<file path="src/rtl/match_tracker.sv">
// rtl/match_tracker.sv - match scorekeeper: counts rounds/wins/losses, flags finish and winner.
// Optional early finish on a decided outcome is enabled by defining EARLY_FINISH_EN.
module match_tracker #(
    parameter int ROUNDS = 9,
    parameter int CNT_W  = 4
) (
    input  logic             clk,
    input  logic             rst_n,
    input  logic             clear,
    input  logic             result_valid,
    input  logic [1:0]       result,
    output logic             result_ready,
    output logic [CNT_W-1:0] round,
    output logic [CNT_W-1:0] win,
    output logic [CNT_W-1:0] lose,
    output logic             fin,
    output logic             fin_pulse,
    output logic [1:0]       printwinner
);

    typedef enum logic {PLAY, DONE} state_t;

    localparam logic [CNT_W:0]   ROUNDS_X = (CNT_W+1)'(ROUNDS);
    localparam logic [CNT_W-1:0] ONE      = CNT_W'(1);

    state_t           state, state_nx;
    logic [CNT_W-1:0] round_nx, win_nx, lose_nx;
    logic             fin_nx, pulse_nx, ready_nx;
    logic [1:0]       pw_nx;
    logic [CNT_W:0]   w_ext, l_ext, remaining;
    logic             accept, counted, decided;

    always_comb begin
        state_nx  = state;
        round_nx  = round;
        win_nx    = win;
        lose_nx   = lose;
        fin_nx    = fin;
        pw_nx     = printwinner;
        pulse_nx  = 1'b0;

        accept  = (state == PLAY) && result_valid;
        counted = accept && (result != 2'b00);

        if (counted) begin
            round_nx = round + ONE;
            if (result == 2'b01) win_nx  = win + ONE;
            if (result == 2'b10) lose_nx = lose + ONE;
        end

        // Lead checks are done one bit wider so l + remaining cannot wrap.
        w_ext     = {1'b0, win_nx};
        l_ext     = {1'b0, lose_nx};
        remaining = ROUNDS_X - {1'b0, round_nx};
        decided   = ({1'b0, round_nx} == ROUNDS_X);
`ifdef EARLY_FINISH_EN
        decided = decided || (w_ext > l_ext + remaining) || (l_ext > w_ext + remaining);
`else
        decided = decided && (remaining == '0);
`endif

        if (counted && decided) begin
            state_nx = DONE;
            fin_nx   = 1'b1;
            pulse_nx = 1'b1;
            if (w_ext > l_ext)      pw_nx = 2'b10;
            else if (l_ext > w_ext) pw_nx = 2'b11;
            else                    pw_nx = 2'b01;
        end

        // A same-cycle result is dropped when a new match starts.
        if (clear) begin
            state_nx = PLAY;
            round_nx = '0;
            win_nx   = '0;
            lose_nx  = '0;
            fin_nx   = 1'b0;
            pulse_nx = 1'b0;
            pw_nx    = 2'b00;
        end

        ready_nx = (state_nx == PLAY);
    end

    always_ff @(posedge clk) begin
        if (!rst_n) begin
            state        <= PLAY;
            round        <= '0;
            win          <= '0;
            lose         <= '0;
            fin          <= 1'b0;
            fin_pulse    <= 1'b0;
            printwinner  <= 2'b00;
            result_ready <= 1'b1;
        end else begin
            state        <= state_nx;
            round        <= round_nx;
            win          <= win_nx;
            lose         <= lose_nx;
            fin          <= fin_nx;
            fin_pulse    <= pulse_nx;
            printwinner  <= pw_nx;
            result_ready <= ready_nx;
        end
    end

endmodule

</file>
<file path="config.mk">
export PLATFORM = sky130hd
export DESIGN_NAME = match_tracker
export DESIGN_NICKNAME = d
export VERILOG_FILES = /design/src/rtl/match_tracker.sv
export SDC_FILE = /design/constraint.sdc
export NUM_CORES = 1
export LEC_CHECK = 0
export CAP_MARGIN = 20
export CORE_MARGIN = 8
export CORE_UTILIZATION = 47
export CTS_CLUSTER_DIAMETER = 120
export CTS_CLUSTER_SIZE = 12
export DETAILED_ROUTE_END_ITERATION = 10
export GPL_ROUTABILITY_DRIVEN = 1
export HOLD_SLACK_MARGIN = 0.12
export PLACE_DENSITY = 0.76
export REMOVE_ABC_BUFFERS = 1
export SLEW_MARGIN = 30
export SYNTH_ARGS = -nofsm -noshare
export SYNTH_HDL_FRONTEND = slang
export SYNTH_SLANG_ARGS = --single-unit
</file>
<file path="constraint.sdc">
create_clock -name clk -period 2.5 [get_ports clk]
set_input_delay 0.625 -clock clk [delete_from_list [all_inputs] [get_ports clk]]
set_output_delay 0.625 -clock clk [all_outputs]
set_load 0.005 [all_outputs]
</file>
---- Word-level counts from Yosys, hierarchy flattened ----
Cells that the tools add are included.
W data, S select, Z words.
storage, ports and cells
  logic and storage cells ................. 37
  bits in registers ....................... 18
cells by class
  add/sub/neg operators ................... 4
  eq/ne operators ......................... 3
  muxes and demuxes ....................... 10
  bitwise gates (word level) .............. 3
  reductions and logical operators ........ 7
  magnitude comparators ................... 2
operator list
  operator               number
  $mux W4                5
  $add A4 B1 Y4 const B  3
  $gt A4 B4 Y1           2
  $logic_not A5 Y1       1
  $sub A4 B4 Y5 const A  1
  $eq A4 B4 Y1 const B   1
  $logic_and A1 B1 Y1    4
  $mux W2                2
  $mux W1                3
  $not A1 Y1             3
  $eq A2 B1 Y1 const B   1
  $eq A2 B2 Y1 const B   1
  $reduce_bool A2 Y1     1
  $reduce_or A2 Y1       1

---- Logic depth before layout (Yosys ltp) ----
Gate-level depths: netlist (run 1).
  depth in word-level cells ............... 11
  depth in mapped cells ................... 8

---- Worst setup path before layout (run 1) ----
Ideal clock, no wire load.
  kind .................................... input-to-reg
  from .................................... input port result[1]
  to ...................................... register printwinner[0]
  slack ................................... 0.162 ns
  path buffers ............................ 0
  arrival ................................. 2.212 ns
  stages .................................. 7
  path through ............................ nand4bb_2 > or3_1 > and2_1 > ha_1 > and4b_1 > a211oi_1 > a211oi_1
between the ends
  cells in the longest elaborated chain, start to end .. 7
  elaborated cells on any way between the ends .. 16
RTL lines
  element               RTL line  text
  from (decl)           11        input logic [1:0] result,
  $reduce_bool A2 Y1    43        counted = accept && (result != 2'b00);
  $logic_and A1 B1 Y1   43
  $mux W4               45        if (counted) begin
  $sub A4 B4 Y5         54        remaining = ROUNDS_X - {1'b0, round_nx};
  $logic_not A5 Y1      59        decided = decided && (remaining == '0);
  $logic_and A1 B1 Y1   59
  $logic_and A1 B1 Y1   62        if (counted && decided) begin
  to (signal assigned)  102       printwinner <= pw_nx;
  to (decl)             18        output logic [1:0] printwinner
Parallel ways exist; a longest one is shown, timed or not.
A chain may end at the register's enable or synchronous reset.

---- Worst setup path in the final report (run 1) ----
  from .................................... input port result_valid
  to ...................................... register printwinner[0]
between the ends
  cells in the longest elaborated chain, start to end .. 7
  elaborated cells on any way between the ends .. 12
RTL lines
  element                RTL line  text
  from (decl)            10        input logic result_valid,
  $logic_and A1 B1 Y1 *  42        accept = (state == PLAY) && result_valid;
  $logic_and A1 B1 Y1 *  43
  $mux W4                45
  $sub A4 B4 Y5          54
  $logic_not A5 Y1       59
  $logic_and A1 B1 Y1    59
  $logic_and A1 B1 Y1    62
Every way passes the cells marked *; elsewhere a longest branch is shown, timed or not.

==> results of run 1 <==
path summary, 6_finish.rpt:
kind / from / slack, ns / endpoint
worst max-delay path: result_valid / 0.19 / printwinner[0]
worst min-delay path: printwinner[1] / 0.47 / printwinner[1]
worst max register to register: state / 0.39 / printwinner[0]
worst min register to register: printwinner[1] / 0.47 / printwinner[1]
metrics by stage:
step	cell area (sq um)	worst slack, ns	utilization (%)
2_1_floorplan	900	0.154	-
5_1_grt	1240	0.0997	65.7
4_1_cts	1240	0.193	65.7
6_report	1240	0.186	65.7
3_5_place_dp	1210	-0.387	64.1
3_3_place_gp	1210	-0.334	64.1
state kept, by name, summed over array words and instances, names as in the netlist:
register,cells
fin_pulse,1
result_ready,1
lose,4
fin,1
state,1
round,4
win,4
printwinner,2
kinds of logic (layout without fill, tap and decap cells):
kind of cell | count (synthesis) | after routing
compound gates | 24 | 24
xor+xnor | 3 | 3
fa+ha+maj | 7 | 7
mux | 3 | 3
buf+inv | 5 | 35
simple gates | 35 | 35
flops | 18 | 18
area by class of cell:
cell class / count / area (sq um) / share of cell area (%)
Multi-Input combinational cell: 72 / 539 / 43.6
Sequential cell: 18 / 360 / 29.1
Timing Repair Buffer: 29 / 269 / 21.8
Clock buffer: 3 / 22.5 / 1.82
Tap cell: 27 / 33.8 / 2.73
Inverter: 3 / 11.3 / 0.911
cells in the final DEF (no fill, tap or decap), types with 4 or more instances in the layout:
master	count
clkdlybuf4s50_1	19
dfxtp_1	18
a21oi_1	8
o21ai_1	7
ha_1	7
buf_4	7
or3_1	5
and2_1	5
nand3_1	4
worst min-delay path, cell delays in order, from the launching register on:
cell and delay (ns):
dfxtp_1 0.33, nand2_1 0.05, mux2i_1 0.05
power groups by stage:
stage                     clock network (W)  logic [W]  registers [W]
after global placement                    0  0.0000471       0.000297
final                              0.000136  0.0000476       0.000291
after detailed placement                  0  0.0000477       0.000297
after floorplan                           0  0.0000235       0.000297
after global routing               0.000153  0.0000523       0.000291
after CTS                          0.000145  0.0000477       0.000291
metal layers:
metal	part of all wire [%]	global-route usage, %	up-vias
met5	0	0	-
met4	1.3	7.14	0
met3	6.5	3.66	4
met2	50	22.9	16
met1	42	14.6	383
li1	-	-	414
==> summary.txt, run 1 <==
outcome -> complete, no violations
die area -> 0.00360 sq mm
CP most frequent cell -> a211oi_1
RSZ-0062 raised after global routing -> no
P_sw -> 0.000106 W
Mean Syn Cell Area -> 9.56 sq um
Synth Area in Adders -> 9.64%
number of diodes -> 0
Starting Density -> 48.3%
Setup Skew -> 0.00241 ns
largest family of logic cells by synthesized area -> simple AND/OR/NAND/NOR gates
critical path's slowest cell -> dlygate4sd2_1
Sw Share -> 22.3%
Pwr Total -> 0.000474 W
CP max FO -> 5
Clock Power Share -> 28.7%
GRT Residual Overflow -> 0
non-filler instance count after layout -> 152
Fillers -> 172
VDD IR max -> 0.315 mV
headroom to the max-slew limit -> 69.6%
Core Area -> 0.00188 sq mm
synthesized flop and latch total -> 18
initial antenna violation count -> 0
synthesized instance count -> 95
ANT nets after route -> 0
crit-path cells -> dlygate4sd2_1 -> nand4bb_4 -> or3_1 -> and2_1 -> ha_1 -> and4b_1 -> a211oi_1 -> a211oi_1
combinational power share -> 10.0%
hold slack -> 0.471 ns
Max clock buf depth -> 2
number of enable flip-flop cells after synthesis -> 0
Post-CTS Resized -> 4
Final min period -> 2.31 ns
final setup TNS -> 0 ns
CTS Root Buffer Type -> clkbuf_4
total track usage -> 13.4%
die height -> 60.0 um
XOR/XNOR Fraction of Synth Area -> 2.89%
die extent in x -> 60.0 um
Port Buffers -> 22
Async SR Flop Fraction -> 0%
Critical Path RT -> 2.66 ns
Final Setup Violations -> 0
Crit path max-delay family -> simple AND/OR/NAND/NOR gates
fin. max-slew vios -> 0
Yosys cell types -> 35
Clock transition at path regs -> 0.09 ns
max cap viols -> 0
FMAX -> 432 MHz
Vias/cell -> 5.38
WP buf/inv -> 1
share of layout cells above drive strength 1 -> 10.4%
Reg2Reg Depth -> 7
Arr. time, crit path -> 2.47 ns
Synth Area in Compound Gates -> 15.6%
Vias -> 817
Post-CTS Setup Bufs -> 0
period utilization -> 92.6%
vias in the first global route -> 849
top cells by area, synth -> dfxtp_1, ha_1, a21oi_1
nets -> 140
Post-Syn Area -> 908 sq um
post-DP HPWL -> 1770 um
# DRC -> 0
first drt pass iteration count -> 4
Starting DRT DRC Count -> 18
TritonCTS clock tree -> built
final hold vios -> 0
Syn. warnings -> 0
area fraction of the dominant cell type after synthesis -> 39.7%
pin count of the biggest net entering global routing -> 12
Area Growth Syn to Fin -> 36.1%
H-Tree Depth -> 1
Synth Flop Type -> dfxtp_1
DP Cell Count -> 149
PD cells -> 384 mW/mm^2
leakage power -> 0.462 nW
slowest stage delay, CP -> 0.36 ns
Placer Congestion -> 0.810
post-synthesis simple-gate area fraction -> 26.6%
Hold Crit Class -> register to register
Worst Tran Pin Value -> 0.456 ns
critical path depth -> 8
cts hold-fix bufs -> 0
Int Pwr -> 0.000369 W
mux share of post-synthesis cell area -> 3.44%
Seq/Total Area, Yosys -> 39.7%
most instantiated cells after synthesis -> dfxtp_1, a21oi_1, ha_1, o21ai_1
count leader, synth -> dfxtp_1
crit start category -> input pin
CP Class -> input pin to register
Routed WL per cell -> 14.4 um
Worst-Skew Late Latency -> 0.28 ns
hold path depth -> 2
CTS sink count -> 18
Crit. End Element -> register
sequential share of power -> 61.3%
Yosys top cell by area -> dfxtp_1
first-pass GRT wire length -> 3710 um
row count -> 16
Post-Route WL -> 2190 um
number of I/O pins -> 23
Num CTS Buffers -> 3
Note: power is estimated with default switching activity, not from simulation.
==> run 2: changes to the inputs <==
--- a/config.mk
+++ b/config.mk
@@ -7,13 +7,13 @@
 export LEC_CHECK = 0
 export CAP_MARGIN = 20
 export CORE_MARGIN = 8
-export CORE_UTILIZATION = 47
+export CORE_UTILIZATION = 42
 export CTS_CLUSTER_DIAMETER = 120
 export CTS_CLUSTER_SIZE = 12
 export DETAILED_ROUTE_END_ITERATION = 10
 export GPL_ROUTABILITY_DRIVEN = 1
 export HOLD_SLACK_MARGIN = 0.12
-export PLACE_DENSITY = 0.76
+export PLACE_DENSITY = 0.72
 export REMOVE_ABC_BUFFERS = 1
 export SLEW_MARGIN = 30
 export SYNTH_ARGS = -nofsm -noshare
==> constraint.sdc (replaced) <==
create_clock -name clk -period 1.97 [get_ports clk]
set_input_delay 0.4925 -clock clk [delete_from_list [all_inputs] [get_ports clk]]
set_output_delay 0.4925 -clock clk [all_outputs]
set_load 0.005 [all_outputs]
==> run 2 against run 1 <==
Compared with the run above:
- clock power grew 65%
- critical endpoint unchanged
- sequential share of layout area shrank 2.2 points
- cell area grew 9.8%
- highest routed layer unchanged
- utilization shrank 1.9 points
- clock skew grew 0.0060 ns
- total power grew 40%
- first-iteration DRC count shrank 22%
- global-route usage shrank 1.7 points
==> summary.txt, run 2 (synthesis results as in run 1) <==
CP max FO -> 5 (unchanged)
most frequent cells in the layout -> clkdlybuf4s50_1, dfxtp_1, buf_4 (was clkdlybuf4s50_1, dfxtp_1, a21oi_1)
non-filler instance count after layout -> 159 (was 152)
# DRC -> 0 (unchanged)
Final min period -> 1.96 ns
CTS sink count -> 18 (unchanged)
Starting Density -> 42.7% (was 48.3%)
reg2reg start -> win[0] (was state)
Placer Congestion -> 0.835 (was 0.810)
total track usage -> 11.8% (was 13.4%)
FMAX -> 509 MHz
r2r setup slk -> 0.02 ns (was 0.39 ns)
die height -> 62.5 um (was 60.0 um)
Setup Skew -> 0.00842 ns (was 0.00241 ns)
Vias/cell -> 5.38 (about the same)
final hold vios -> 0 (unchanged)
first-pass GRT wire length -> 3800 um (was 3710 um)
Starting DRT DRC Count -> 14 (was 18)
post-DP HPWL -> 1710 um (was 1770 um)
number of diodes -> 0 (unchanged)
pin count of the biggest net entering global routing -> 12 (unchanged)
Routed WL per cell -> 14.4 um (about the same)
Max clock buf depth -> 2 (unchanged)
leakage power -> 0.510 nW (was 0.462 nW)
Clock transition at path regs -> 0.09 ns (about the same)
Post-Route WL -> 2290 um (was 2190 um)
FF-to-FF End -> printwinner[0] (unchanged)
outcome -> complete, no violations (unchanged)
PD cells -> 488 mW/mm^2 (was 384 mW/mm^2)
Hold Crit Endpoint -> printwinner[1] (unchanged)
Crit. End Element -> register (unchanged)
Hold Crit Class -> register to register (unchanged)
max cap viols -> 0 (unchanged)
period utilization -> 99.7%
Largest regs -> lose x4, round x4, win x4 (unchanged)
Worst Tran Pin Value -> 0.510 ns (was 0.456 ns)
CTS Root Buffer Type -> clkbuf_4 (unchanged)
Worst Min Path Start -> printwinner[1] (unchanged)
die extent in x -> 62.5 um (was 60.0 um)
Reg2Reg Depth -> 9 (was 7)
Vias -> 855 (was 817)
most common cell after layout, fill and taps aside -> clkdlybuf4s50_1 (unchanged)
Final Cell Area -> 0.00136 sq mm (was 0.00124 sq mm)
TritonCTS clock tree -> built (unchanged)
final setup TNS -> 0 ns (unchanged)
VDD IR max -> 0.394 mV (was 0.315 mV)
share of layout cells above drive strength 1 -> 29.0% (was 10.4%)
DP Area -> 0.00122 sq mm (was 0.00121 sq mm)
Critical Path RT -> 2.13 ns (was 2.66 ns)
first drt pass iteration count -> 4 (unchanged)
initial antenna violation count -> 0 (unchanged)
Final Setup Violations -> 0 (unchanged)
Port Buffers -> 22 (unchanged)
Worst-Skew Late Latency -> 0.30 ns (was 0.28 ns)
headroom to the max-slew limit -> 66.0% (was 69.6%)
hold path depth -> 2 (unchanged)
Num CTS Buffers -> 3 (unchanged)
number of I/O pins -> 23 (unchanged)
GRT Residual Overflow -> 0 (unchanged)
die area -> 0.00391 sq mm (was 0.00360 sq mm)
nets -> 145 (was 140)
Reg area -> 365 sq um (was 360 sq um)
Arr. time, crit path -> 2.13 ns (was 2.47 ns)
Fillers -> 183 (was 172)
row count -> 17 (was 16)
hold slack -> 0.466 ns (was 0.471 ns)
DP Cell Count -> 152 (was 149)
cts hold-fix bufs -> 0 (unchanged)
Area Growth Syn to Fin -> 49.4% (was 36.1%)
vias in the first global route -> 902 (was 849)
area occupied by multi-input gates -> 614 sq um (was 539 sq um)
ANT nets after route -> 0 (unchanged)
CP Class -> input pin to register (unchanged)
crit start category -> input pin (unchanged)
fin. max-slew vios -> 0 (unchanged)
H-Tree Depth -> 1 (unchanged)
Core Area -> 0.00213 sq mm (was 0.00188 sq mm)
RSZ-0062 raised after global routing -> yes (was no)
==> run 2: cell types whose count changed in the layout (fill, tap and decap cells not counted), sizes merged <==
cell         before  now
buf               7   15
dlygate4sd2       3    0
clkbuf            3    4
==> run 2: critical path: stages <==
cell	delay (ns)
buf_2	0.14
nand4bb_4	0.24
or3_4	0.38
and2_4	0.17
ha_4	0.21
a21o_1	0.16
a211oi_2	0.24
a211oi_2	0.09
==> run 2: per-stage QoR <==
stage | worst slack, ns | utilization [%] | power (W)
2_1_floorplan | -0.243 | - | 0.000407
3_3_place_gp | -0.698 | 57.5 | 0.000438
3_5_place_dp | -0.764 | 57.5 | 0.000440
4_1_cts | 0.0126 | 63.1 | 0.000669
5_1_grt | -0.0295 | 63.8 | 0.000695
6_report | 0.00659 | 63.8 | 0.000662
==> run 2: cell type report <==
class                      count  area share [%]
multi-input combinational     72            45.3
inverter                       3           0.829
clock buffer                   4            2.67
tap                           28            2.58
sequential                    18            26.9
timing repair buffer          34            21.8
==> run 2: power by group <==
group          internal [W]  switching (W)   total, W
registers          0.000366     0.00000207   0.000368
logic             0.0000356      0.0000337  0.0000693
clock network      0.000113       0.000112   0.000225
==> run 2: layer usage <==
| layer | vias to the layer above | GRT usage (%) | share of wire [%] |
|---|---|---|---|
| met5 | - | 0 | 0 |
| met4 | 0 | 5.70 | 1.1 |
| met3 | 2 | 4.84 | 6.0 |
| met2 | 17 | 21.0 | 50 |
| met1 | 411 | 11.5 | 43 |
| li1 | 425 | - | - |
==> run 2: worst max-delay path by stage <==
stage               startpoint             end  slack [ns]  depth (start not counted)
global route            win[0]  printwinner[0]       -0.03                          9
detailed placement   result[1]  printwinner[0]       -0.76                          8
finish               result[1]  printwinner[0]       0.007                          8
floorplan            result[1]  printwinner[0]       -0.24                          7
global placement     result[1]  printwinner[0]       -0.70                          8
CTS                  result[1]  printwinner[0]        0.01                          8
==> run 2: repair_timing <==
action / in CTS / in global routing
setup endpoints to repair: 2 / 2
gates resized for setup: 24 / 6
setup buffers: 3 / 0
pin swaps: 7 / 2
==> run 3: changes to the inputs <==
--- a/config.mk
+++ b/config.mk
@@ -5,8 +5,9 @@
 export SDC_FILE = /design/constraint.sdc
 export NUM_CORES = 1
 export LEC_CHECK = 0
+export ABC_CLOCK_PERIOD_IN_PS = 1970
 export CAP_MARGIN = 20
-export CORE_MARGIN = 8
+export CORE_MARGIN = 2
 export CORE_UTILIZATION = 42
 export CTS_CLUSTER_DIAMETER = 120
 export CTS_CLUSTER_SIZE = 12
==> run 3 against run 2 <==
Compared with the run above:
- critical path depth is the same
- largest power group unchanged
- combinational power is 4.2% higher
- clock skew is 0.0036 ns lower
- worst setup slack gained 0.044 ns
- total power grew 1.8%
- wire length is 3.3% lower
- hold slack lost 0.00076 ns
- sequential power barely moved
- first-iteration DRC count increased by 43%
- fmax increased by 2.3%
- register-to-register slack gained 0.03 ns
==> summary.txt, run 3 (synthesis results as in run 1) <==
Sw Share -> 23.6% (was 22.4%)
critical path's slowest cell -> or3_4 (unchanged)
final hold vios -> 0 (unchanged)
final setup TNS -> 0 ns (unchanged)
Port Buffers -> 22 (unchanged)
met2 WL -> 1080 um (was 1150 um)
Post-Route Utilization -> 68.7% (was 63.8%)
first-pass GRT wire length -> 3440 um (was 3800 um)
max cap viols -> 0 (unchanged)
Arr. time, crit path -> 2.11 ns (was 2.13 ns)
Final Cell Area -> 0.00138 sq mm (was 0.00136 sq mm)
headroom to the max-slew limit -> 69.0% (was 66.0%)
CTS sink count -> 18 (unchanged)
Int Pwr -> 0.000515 W (was 0.000514 W)
most common cell after layout, fill and taps aside -> clkdlybuf4s50_1 (unchanged)
row count -> 16 (was 17)
FMAX -> 521 MHz (was 509 MHz)
period utilization -> 97.4% (was 99.7%)
sequential share of power -> 54.5% (was 55.6%)
Final min period -> 1.92 ns (was 1.96 ns)
Metal-1 WL -> 978 um (was 977 um)
Starting Density -> 45.4% (was 42.7%)
hold path depth -> 2 (unchanged)
Hold Crit Class -> register to register (unchanged)
highest routed layer -> met4 (unchanged)
Max clock buf depth -> 2 (unchanged)
Worst-Skew Late Latency -> 0.30 ns (about the same)
total track usage -> 18.7% (was 11.8%)
Crit path max-delay family -> simple AND/OR/NAND/NOR gates (unchanged)
Fillers -> 155 (was 183)
CP Class -> register to register (was input pin to register)
Pwr Total -> 0.000674 W (was 0.000662 W)
number of I/O pins -> 23 (unchanged)
Routed WL per cell -> 14.1 um (was 14.4 um)
pin count of the biggest net entering global routing -> 12 (unchanged)
Clock transition at path regs -> 0.10 ns (was 0.09 ns)
slowest stage delay, CP -> 0.39 ns (was 0.38 ns)
ANT nets after route -> 0 (unchanged)
most frequent cells in the layout -> clkdlybuf4s50_1, dfxtp_1, buf_4 (unchanged)
critical path depth -> 8 (unchanged)
Reg2Reg Depth -> 8 (was 9)
Final Setup Violations -> 0 (unchanged)
nets -> 144 (was 145)
Core Area -> 0.00200 sq mm (was 0.00213 sq mm)
# DRC -> 0 (unchanged)
Clock Power Share -> 34.8% (was 34.0%)
Vias -> 858 (was 855)
Post-Route WL -> 2220 um (was 2290 um)
CP max FO -> 5 (unchanged)
first drt pass iteration count -> 4 (unchanged)
TritonCTS clock tree -> built (unchanged)
Num CTS Buffers -> 3 (unchanged)
Starting DRT DRC Count -> 20 (was 14)
Largest regs -> lose x4, round x4, win x4 (unchanged)
combinational power share -> 10.7% (was 10.5%)
initial antenna violation count -> 0 (unchanged)
fin. max-slew vios -> 0 (unchanged)
CTS Root Buffer Type -> clkbuf_4 (unchanged)
die extent in x -> 50.5 um (was 62.5 um)
VDD IR max -> 0.381 mV (was 0.394 mV)
P_sw -> 0.000159 W (was 0.000148 W)
Crit. End Element -> register (unchanged)
outcome -> complete, no violations (unchanged)
share of layout cells above drive strength 1 -> 29.2% (was 29.0%)
leakage power -> 0.509 nW (was 0.510 nW)
met3 wire length -> 101 um (was 137 um)
crit-path cells -> nand4bb_4 -> or3_4 -> and2_4 -> ha_4 -> buf_6 -> nand4_1 -> o21ai_1 -> mux2i_1 (was buf_2 -> nand4bb_4 -> or3_4 -> and2_4 -> ha_4 -> a21o_1 -> a211oi_2 -> a211oi_2)
vias in the first global route -> 789 (was 902)
cts hold-fix bufs -> 0 (unchanged)
RSZ-0062 raised after global routing -> yes (unchanged)
GRT Residual Overflow -> 0 (unchanged)
crit start category -> register (was input pin)
die area -> 0.00255 sq mm (was 0.00391 sq mm)
H-Tree Depth -> 1 (unchanged)
DP Area -> 0.00124 sq mm (was 0.00122 sq mm)
Placer Congestion -> 0.808 (was 0.835)
post-DP HPWL -> 1450 um (was 1710 um)
WP buf/inv -> 1 (unchanged)
Critical Path RT -> 2.16 ns (was 2.13 ns)
Area Growth Syn to Fin -> 51.4% (was 49.4%)
die height -> 50.5 um (was 62.5 um)
number of diodes -> 0 (unchanged)
Setup Skew -> 0.00485 ns (was 0.00842 ns)
Worst Tran Pin Value -> 0.464 ns (was 0.510 ns)
Vias/cell -> 5.46 (was 5.38)
PD cells -> 490 mW/mm^2 (was 488 mW/mm^2)
[run 3: layer usage]
metal | up-vias | track usage [%]
li1 | 424 | -
met1 | 397 | 20.1
met4 | 0 | 10.4
met3 | 7 | 4.46
met5 | - | 0
met2 | 30 | 33.3
[run 3: power groups by stage]
stage	combinational, W	sequential (W)	clock (W)
2_1_floorplan	0.0000298	0.000377	0
3_3_place_gp	0.0000637	0.000377	0
3_5_place_dp	0.0000649	0.000377	0
4_1_cts	0.0000703	0.000368	0.000240
5_1_grt	0.0000777	0.000368	0.000259
6_report	0.0000722	0.000367	0.000234
[run 3: path summary, 6_finish.rpt]
| kind | start | endpoint | slack, ns |
|---|---|---|---|
| min | printwinner[1] | printwinner[1] | 0.46 |
| min reg2reg | printwinner[1] | printwinner[1] | 0.46 |
| max reg2reg | state | printwinner[1] | 0.05 |
| max | state | printwinner[1] | 0.05 |
[run 3: repair_timing]
| action | in CTS | in global routing |
|---|---|---|
| pin swaps | 5 | 9 |
| buffers inserted | 0 | 0 |
| gates resized for setup | 24 | 10 |
| endpoints found under the setup margin | 2 | 2 |
[run 3: area by class of cell]
class / instances / area (sq um) / share of cell area [%]
clock buffers: 4 / 36.3 / 2.64
multi-input cells: 72 / 628 / 45.7
repair buffers: 33 / 298 / 21.7
well taps: 27 / 33.8 / 2.46
flip-flops and latches: 18 / 368 / 26.8
inverters: 3 / 11.3 / 0.819
[run 3: worst reg2reg max path, cell delays in order, from the launching register on]
cell and delay (ns):
dfxtp_4 0.37, nand4bb_4 0.21, or3_4 0.39, and2_4 0.17, ha_4 0.27, buf_6 0.09, nand4_1 0.07, o21ai_1 0.16
mux2i_1 0.09
[run 3: stage by stage]
stage               hold WS, ns  instances  setup slack, ns
finish                    0.465        157           0.0506
global route              0.479        157          -0.0166
CTS                       0.473        157          0.00375
detailed placement        0.458        153           -0.777
global placement          0.448        153           -0.712
floorplan                 0.451         93           -0.243
